$ cat config.mk
export PLATFORM = sky130hd
export DESIGN_NAME = sram_mem_responder_flat
export DESIGN_NICKNAME = d
export VERILOG_FILES = /design/src/rtl/sram_mem_responder_if.sv /design/src/rtl/sram_mem_responder.sv /design/src/flat_wrapper.sv
export SDC_FILE = /design/constraint.sdc
export NUM_CORES = 1
export LEC_CHECK = 0
export ABC_CLOCK_PERIOD_IN_PS = 2400
export BUFFER_PORTS_ARGS = -buffer_cell sky130_fd_sc_hd__buf_2
export CAP_MARGIN = 20
export CORE_MARGIN = 4
export CORE_UTILIZATION = 45
export CTS_CLUSTER_DIAMETER = 200
export CTS_CLUSTER_SIZE = 16
export DETAILED_ROUTE_END_ITERATION = 8
export HOLD_SLACK_MARGIN = 0.08
export PLACE_DENSITY_LB_ADDON = 0.08
export SLEW_MARGIN = 20
export SYNTH_ARGS = -nofsm -noshare
export SYNTH_HDL_FRONTEND = slang
export SYNTH_SLANG_ARGS = --single-unit
$ cat constraint.sdc
create_clock -name clk -period 2.4 [get_ports clk]
set_clock_uncertainty 0.2 [all_clocks]
set_input_delay 0.24 -clock clk [delete_from_list [all_inputs] [get_ports clk]]
set_output_delay 0.24 -clock clk [all_outputs]
set_load 0.05 [all_outputs]
$ cat src/rtl/sram_mem_responder_if.sv
// rtl/sram_mem_responder_if.sv - pipeline load/store request bus between the memory stage and the SRAM responder
interface sram_mem_responder_if;
  logic        mem_r_en;
  logic        mem_w_en;
  logic [31:0] address;
  logic [31:0] wdata;
  logic [31:0] rdata;
  logic        ready;

  modport master (
    output mem_r_en, mem_w_en, address, wdata,
    input  rdata, ready
  );

  modport slave (
    input  mem_r_en, mem_w_en, address, wdata,
    output rdata, ready
  );
endinterface

$ cat src/rtl/sram_mem_responder.sv
// rtl/sram_mem_responder.sv - serves 32-bit load/store requests as two half-word accesses on a 16-bit SRAM
// Optional one-entry read bypass buffer enabled by defining SRAM_READ_BYPASS_EN.
module sram_mem_responder #(
  parameter int unsigned ADDR_OFFSET = 1024,
  parameter int unsigned SRAM_ADDR_W = 18,
  parameter int unsigned HALF_CYCLES = 2
) (
  input  logic                   clk,
  input  logic                   rst_n,
  sram_mem_responder_if.slave    bus,
  output logic [SRAM_ADDR_W-1:0] sram_addr,
  output logic [15:0]            sram_dq_out,
  output logic                   sram_dq_oe,
  input  logic [15:0]            sram_dq_in,
  output logic                   sram_we_n
);

  typedef enum logic [1:0] {IDLE, LO, HI, DONE} state_t;

  localparam logic [3:0] LAST_CNT = 4'(HALF_CYCLES - 1);

  state_t      state, next_state;
  logic [3:0]  cnt;
  logic        is_write_q;
  logic [31:0] wdata_q;
  logic [31:0] rdata_q;
  logic        request;
  logic        accept;
  logic        phase_end;
  logic        hit;
  logic        ready_c;
  logic        drive;

  logic [29:0]            req_word;
  logic [30:0]            lo_full;
  logic [SRAM_ADDR_W-1:0] lo_addr;

  assign req_word = 30'((bus.address - 32'(ADDR_OFFSET)) >> 2);
  assign lo_full  = {req_word, 1'b0};
  assign lo_addr  = SRAM_ADDR_W'(lo_full);
  assign request  = bus.mem_r_en | bus.mem_w_en;
  assign phase_end = (cnt == LAST_CNT);

`ifdef SRAM_READ_BYPASS_EN
  logic [29:0] byp_tag;
  logic [31:0] byp_data;
  logic        byp_valid;
  logic [29:0] pend_word;

  // A hit is a pure read; a write to the same word always goes to the SRAM.
  assign hit = (state == IDLE) && bus.mem_r_en && !bus.mem_w_en
               && byp_valid && (byp_tag == req_word);
  assign bus.rdata = hit ? byp_data : rdata_q;
`else
  assign hit = 1'b0;
  assign bus.rdata = rdata_q;
`endif

  assign bus.ready = ready_c;

  always_ff @(posedge clk) begin
    if (!rst_n) begin
      state <= IDLE;
      cnt   <= 4'd0;
    end else begin
      state <= next_state;
      if (state != next_state)
        cnt <= 4'd0;
      else if (state == LO || state == HI)
        cnt <= cnt + 4'd1;
    end
  end

  always_comb begin
    next_state = state;
    accept     = 1'b0;
    ready_c    = 1'b0;
    case (state)
      IDLE: begin
        ready_c = !request || hit;
        if (request && !hit) begin
          next_state = LO;
          accept     = 1'b1;
        end
      end
      LO:      if (phase_end) next_state = HI;
      HI:      if (phase_end) next_state = DONE;
      DONE: begin
        ready_c    = 1'b1;
        next_state = IDLE;
      end
      default: next_state = IDLE;
    endcase
    if (!rst_n)
      ready_c = 1'b1;
  end

  // Strobes decode from the state register so a reset edge ends them immediately.
  always_comb begin
    drive       = is_write_q && (state == LO || state == HI);
    sram_we_n   = !drive;
    sram_dq_oe  = drive;
    sram_dq_out = 16'd0;
    if (drive)
      sram_dq_out = (state == LO) ? wdata_q[15:0] : wdata_q[31:16];
  end

  always_ff @(posedge clk) begin
    if (!rst_n) begin
      is_write_q <= 1'b0;
      wdata_q    <= 32'd0;
      rdata_q    <= 32'd0;
      sram_addr  <= '0;
`ifdef SRAM_READ_BYPASS_EN
      byp_valid  <= 1'b0;
      byp_tag    <= 30'd0;
      byp_data   <= 32'd0;
      pend_word  <= 30'd0;
`endif
    end else begin
      if (accept) begin
        is_write_q <= bus.mem_w_en;
        wdata_q    <= bus.wdata;
        sram_addr  <= lo_addr;
`ifdef SRAM_READ_BYPASS_EN
        pend_word  <= req_word;
        if (bus.mem_w_en && byp_valid && byp_tag == req_word)
          byp_data <= bus.wdata;
`endif
      end
      if (state == LO && phase_end) begin
        sram_addr <= {sram_addr[SRAM_ADDR_W-1:1], 1'b1};
        if (!is_write_q)
          rdata_q[15:0] <= sram_dq_in;
      end
      if (state == HI && phase_end && !is_write_q) begin
        rdata_q[31:16] <= sram_dq_in;
`ifdef SRAM_READ_BYPASS_EN
        byp_valid <= 1'b1;
        byp_tag   <= pend_word;
        byp_data  <= {sram_dq_in, rdata_q[15:0]};
`endif
      end
`ifdef SRAM_READ_BYPASS_EN
      if (hit)
        rdata_q <= byp_data;
`endif
    end
  end

endmodule

$ cat src/flat_wrapper.sv
// flat-port wrapper written by rule: the top's interface ports become plain ports
module sram_mem_responder_flat 
#(
  parameter int unsigned ADDR_OFFSET = 1024,
  parameter int unsigned SRAM_ADDR_W = 18,
  parameter int unsigned HALF_CYCLES = 2
)
  (clk, rst_n, sram_addr, sram_dq_out, sram_dq_oe, sram_dq_in, sram_we_n, bus_mem_r_en, bus_mem_w_en, bus_address, bus_wdata, bus_rdata, bus_ready);
  sram_mem_responder_if bus_i ();
  input  logic clk;
  input  logic rst_n;
  output logic [SRAM_ADDR_W-1:0] sram_addr;
  output logic [15:0] sram_dq_out;
  output logic sram_dq_oe;
  input  logic [15:0] sram_dq_in;
  output logic sram_we_n;
  input wire logic [$bits(bus_i.mem_r_en)-1:0] bus_mem_r_en;
  input wire logic [$bits(bus_i.mem_w_en)-1:0] bus_mem_w_en;
  input wire logic [$bits(bus_i.address)-1:0] bus_address;
  input wire logic [$bits(bus_i.wdata)-1:0] bus_wdata;
  output wire logic [$bits(bus_i.rdata)-1:0] bus_rdata;
  output wire logic [$bits(bus_i.ready)-1:0] bus_ready;
  assign bus_i.mem_r_en = bus_mem_r_en;
  assign bus_i.mem_w_en = bus_mem_w_en;
  assign bus_i.address = bus_address;
  assign bus_i.wdata = bus_wdata;
  assign bus_rdata = bus_i.rdata;
  assign bus_ready = bus_i.ready;
  sram_mem_responder #(.ADDR_OFFSET(ADDR_OFFSET), .SRAM_ADDR_W(SRAM_ADDR_W), .HALF_CYCLES(HALF_CYCLES)) u_core (.clk(clk), .rst_n(rst_n), .bus(bus_i), .sram_addr(sram_addr), .sram_dq_out(sram_dq_out), .sram_dq_oe(sram_dq_oe), .sram_dq_in(sram_dq_in), .sram_we_n(sram_we_n));
endmodule
==> results of run 1 <==
## flip-flops by register name, indices dropped and copies added, names as in the netlist
| register | cells |
|---|---|
| u_core.bus.rdata | 32 |
| u_core.cnt | 4 |
| u_core.is_write_q | 1 |
| u_core.sram_addr | 18 |
| u_core.state | 2 |
| u_core.wdata_q | 32 |
## where the power goes
group,switching [mW],internal (mW)
clock,0.497,0.492
combinational,1.26,0.652
sequential,0.133,1.71
total,1.89,2.85
## worst reg2reg max path, cell delays in order, from the launching register on
cell and delay [ps]:
dfxtp_1 410, ha_1 190, or3b_1 380, o21ai_1 510, nand2_1 130, a21boi_0 250
## per-layer routing
layer / GRT usage / up-vias
met5: 0 / -
met4: 0.0665 / 0
met3: 0.0401 / 11
met2: 0.354 / 85
met1: 0.246 / 1707
li1: - / 1907
## area by class of cell
type / count / area share
Clock buffer: 15 / 0.0330
Timing Repair Buffer: 215 / 0.266
Sequential cell: 89 / 0.316
Inverter: 8 / 0.00532
Clock inverter: 1 / 0.00133
Multi-Input combinational cell: 321 / 0.355
Tap cell: 105 / 0.0233
## synthesized netlist by cell type (all sizes together)
library cell,instances
a21boi,41
or3,1
ha,8
a311oi,1
xnor2,4
nor2b,5
nand3b,1
mux2i,16
inv,8
o211ai,2
nor3,2
a22oi,1
a211oi,2
o31a,1
nand4,2
o31ai,2
nor3b,3
nor2,25
o21ai,42
xor2,6
o21a,1
nand2,107
o211a,3
nor4,1
buf,10
dfxtp,89
or3b,1
clkbuf,20
a21oi,9
nand3,34
## path summary, 6_finish.rpt
path                                           from              endpoint  slack, ps
worst max register to register        u_core.cnt[0]   u_core.sram_addr[4]        250
worst min-delay path                bus_address[12]  u_core.sram_addr[11]        100
worst max-delay path                u_core.state[1]       sram_dq_out[14]        110
worst min register to register  u_core.bus.rdata[6]   u_core.bus.rdata[6]        260
## stage by stage
stage / power (mW) / util / setup TNS (ps) / instance area, sq um / cells
2_1_floorplan: 3.20 / - / 0 / 3950 / 448
6_report: 4.74 / 0.680 / 0 / 5650 / 754
3_3_place_gp: 3.65 / 0.574 / 0 / 4760 / 672
3_5_place_dp: 3.68 / 0.574 / 0 / 4760 / 672
5_1_grt: 5.04 / 0.680 / -139 / 5650 / 754
4_1_cts: 4.77 / 0.677 / 0 / 5620 / 754
## what timing repair did
action / in CTS / in global routing
resized for setup: 2 / 10
cloned: 0 / 0
setup endpoints to repair: 12 / 16
pin swaps: 0 / 0
hold buffers: 66 / 0
hold endpoints to repair: 81 / 0
## kinds of logic (layout without fill, tap and decap cells)
group                      count (synthesis)  in the layout
adders and majority gates                  8              8
DFF                                       89             89
buffers and inverters                     38            239
muxes                                     16             16
AOI/OAI and AO/OA                        105            105
xor gates and xnor gates                  10             10
and+or+nand+nor                          182            182
==> impl_results.md, run 1 <==
- Final Hold Vio Count: 0
- Routability-driven placement congestion ratio: 0.777
- CP Class: flip-flop to output pin
- Cells after synthesis: 448
- Vias in the first global route: 3,641
- Cells along the critical path: inv_1 -> ha_2 -> buf_12 -> mux2i_1 -> nor2_4 -> buf_2
- Tot GR Track Use: 0.202
- Max Slew Vio Count: 0
- Hold crit path type: input port to flip-flop
- R2R depth: 5
- Run status: completed
- Die area: 10,200 sq um
- Layout cells sized above 1: 0.324
- Mapped Area: 3890 sq um
- Largest stage delay, worst path: 370 ps
- CTS tree: yes
- Largest family of logic cells by synthesized area: simple AND/OR/NAND/NOR gates
- Multi-input gate area: 2000 sq um
- Pwr per Cell Area: 840 nW/um^2
- Slowest stage cell on the critical path: dfxtp_2
- Critical Path RT: 1960 ps
- Post-CTS setup buffers: 0
- Initial Utilization: 0.469
- Nets@finish: 736
- Final WL: 10.1 mm
- Global-route wire length before repair: 16.6 mm
- YS warnings: 0
- Max VDD drop: 610 uV
- H-tree level count: 3
- # DRC: 0
- Mux cell area share after synthesis: 0.0412
- Die Wd: 101 um
- Root buf cell: clkbuf_8
- Most common cell after layout, fill and taps aside: buf_2
- Initial detailed-routing violation count: 77
- Core box area: 8300 sq um
- Syn_nets: 540
- Final setup viols: 0
- Hold_ws: 104 ps
- Post-Synth Simple-Gate Area: 0.217
- Gr ovfl total: 0
- Met3 wire length: 541 um
- Hold Crit Depth: 4
- FP Rows: 33
- Normalized max-slew margin: 0.575
- Startpoint types: flip-flop
- Compound-gate portion of the synthesized area: 0.189
- Largest cells by area after synthesis: dfxtp_1 46%, nand2_1 10%, a21boi_0 7.9%
- Min Tclk post-route: 2290 ps
- Post-Synth Adder-Cell Area: 0.0257
- Ratio of final minimum period to clock period: 0.955
- Post-DP HPWL: 6.39 mm
- Ant diodes: 0
- Largest net degree at the start of global routing: 54
- CP Depth: 6
- Worst Path Buf+Inv: 3
- Worst-skew pair later-pin latency: 340 ps
- Worst-Margin Slew: 637 ps
- I/O Buffers: 137
- Via count: 3,710
- Sink Count: 89
- Synth area leader: dfxtp_1
- Worst setup margin: 107 ps
- Pre-CTS setup slack: 309 ps
- ANT nets after route: 0
- LEAKAGE: 2.49 nW
- CTS Buf Count: 9
- WL met2: 5.06 mm
- I/O pin total: 153
- Vias per cell: 4.92
- Drt wl/cell: 13.4 um
- Register area share after synthesis: 0.458
- Register clock-pin slew on the reported worst setup and hold paths: 90 ps
- Setup crit end kind: output pin
- Met1 wire length: 4.37 mm
- FILL cells: 676
- Max Cap Viol: 0
- Die Y: 101 um
- Most frequent cells in the layout: 130 x buf_2, 107 x nand2_1, 87 x dfxtp_1
- Clock buffer depth: 2
- Crit path DAT: 1850 ps
- Seq cells post-synth: 89
- Initial antenna violation count: 0
- Fmax: 436 MHz
- Avg Inst Size Synth: 8.68 sq um
- Share of the synthesized area in the top cell type: 0.458
- Area grow syn2layout: 45.2%
- Register Area: 1780 sq um
- Post-synthesis xor/xnor area fraction: 0.0225
- Top Metal Used: met4
- Worst Path Max Fanout: 18
- Drt pass-1 iters: 4
- Crit-path leading delay family: buffers and inverters
- Number of library cell types mapped by synthesis: 38
- RSZ-0062 raised after global routing: yes
Power figures use the tool's default switching activity.
==> inputs of run 2 (changes only) <==
- CORE_UTILIZATION: 45 -> 25
==> run 2 against run 1 <==
Cell area rose by 4.4%. Count of clock-buffer cells in the layout is 1 lower. Non-clock buffer count increased by 2. Maximum frequency is 0.24% higher. Sequential cell count unchanged. Hold slack gained 22 ps. Critical path type unchanged. Highest routed layer unchanged.
==> impl_results.md, run 2 (synthesis gave the netlist of run 1 again) <==
- Max Slew Vio Count: 0
- Crit path DAT: 1850 ps
- Largest net degree at the start of global routing: 52
- Die Y: 133 um
- Drt pass-1 iters: 4
- Most frequent cells in the layout: 129 x buf_2, 107 x nand2_1, 88 x dfxtp_1
- Worst setup margin: 112 ps
- TNS Setup: 0 ps
- Area grow syn2layout: 51.5%
- Post-Place Cells: 757
- CP Class: flip-flop to output pin
- Max VDD drop: 534 uV
- Worst-Margin Slew: 610 ps
- Max Cap Viol: 0
- Normalized max-slew margin: 0.591
- I/O Buffers: 137
- FILL cells: 1,556
- Multi-input gate area: 2000 sq um
- Most common cell after layout, fill and taps aside: buf_2
- Post-CTS setup buffers: 0
- Final WL: 11.1 mm
- Tot GR Track Use: 0.129
- Core box area: 15,200 sq um
- Setup crit end kind: output pin
- Post-route insts no fill: 839
- ANT nets after route: 0
- Clock buffer depth: 2
- Ant diodes: 0
- Pre-CTS setup slack: 293 ps
- Initial Utilization: 0.256
- Min Tclk post-route: 2290 ps
- Die area: 17,600 sq um
- Worst Path Max Fanout: 14
- Post-DP Area: 4900 sq um
- FP Rows: 45
- CTS tree: yes
- Worst-skew pair later-pin latency: 340 ps
- CTS Buf Count: 9
- Initial detailed-routing violation count: 105
- Total power: 5.26 mW
- Post-DP HPWL: 7.40 mm
- Layout cells sized above 1: 0.323
- Final Hold Vio Count: 0
- Initial antenna violation count: 0
- RSZ-0062 raised after global routing: no
- Gr ovfl total: 0
- Vias in the first global route: 3,700
- Routability-driven placement congestion ratio: 0.747
- Run status: completed
- # DRC: 0
- Hold_ws: 126 ps
- Via count: 3,694
- Register Area: 1780 sq um
- Die Wd: 133 um
- Pwr per Cell Area: 893 nW/um^2
- Drt wl/cell: 13.3 um
- LEAKAGE: 2.56 nW
- Startpoint types: flip-flop
- I/O pin total: 153
- Hold crit path type: input port to flip-flop
- Register clock-pin slew on the reported worst setup and hold paths: 60 ps
- Nets@finish: 738
- Post-route cell area: 5890 sq um
- H-tree level count: 3
- Ratio of final minimum period to clock period: 0.953
- Sink Count: 89
- Root buf cell: clkbuf_16
- Layout Utilization: 0.388
- Vias per cell: 4.40
- Fmax: 437 MHz
- Final setup viols: 0
- Global-route wire length before repair: 18.4 mm
- Critical Path RT: 1960 ps
==> run 2: cell types whose count changed in the layout (fill, tap and decap cells not counted), moves of 2 or more <==
cell / delta
mux2i_1: +2
clkbuf_16: +9
buf_4: +6
mux2i_2: -2
clkbuf_8: -10
clkbuf_4: -5
==> run 2: critical path, cell delays in order (launching register included) <==
cell and delay, ps:
dfxtp_2 380, inv_1 120, ha_1 330, nand2_1 120, buf_12 190, nor2_4 100, buf_2 260
==> run 2: final cells by class <==
class	instances	share of cell area
Clock buffer	14	0.0465
Clock inverter	2	0.00594
Inverter	8	0.00510
Multi-Input combinational cell	321	0.339
Sequential cell	89	0.303
Tap cell	188	0.0399
Timing Repair Buffer	217	0.261
==> run 2: per-layer routing <==
metal / share of wire / global-route usage / routed length, um / up-vias
li1: - / - / - / 1906
met1: 0.46 / 0.159 / 5170 / 1692
met2: 0.48 / 0.218 / 5290 / 85
met3: 0.049 / 0.0456 / 543 / 11
met4: 0.011 / 0.0318 / 128 / 0
met5: 0 / 0 / 0 / -
==> run 2: worst paths after layout <==
kind,start,end,slack (ps),cells past startpoint
worst max-delay path,u_core.state[0],sram_dq_out[10],110,6
worst min-delay path,bus_address[11],u_core.sram_addr[12],130,4
worst max register to register,u_core.cnt[0],u_core.bus.rdata[1],300,6
worst min register to register,u_core.bus.rdata[5],u_core.bus.rdata[5],250,2
==> run 2: timing repair <==
item | in CTS | in global routing
hold endpoints to repair | 81 | 0
hold buffers | 66 | 0
resized for setup | 6 | 5
endpoints found under the setup margin | 13 | 11
==> run 2: power by group <==
part           internal (mW)  switching [mW]  leakage (nW)
Combinational          0.678            1.29          1.68
Sequential              1.71           0.126         0.728
Clock                  0.892           0.569         0.153
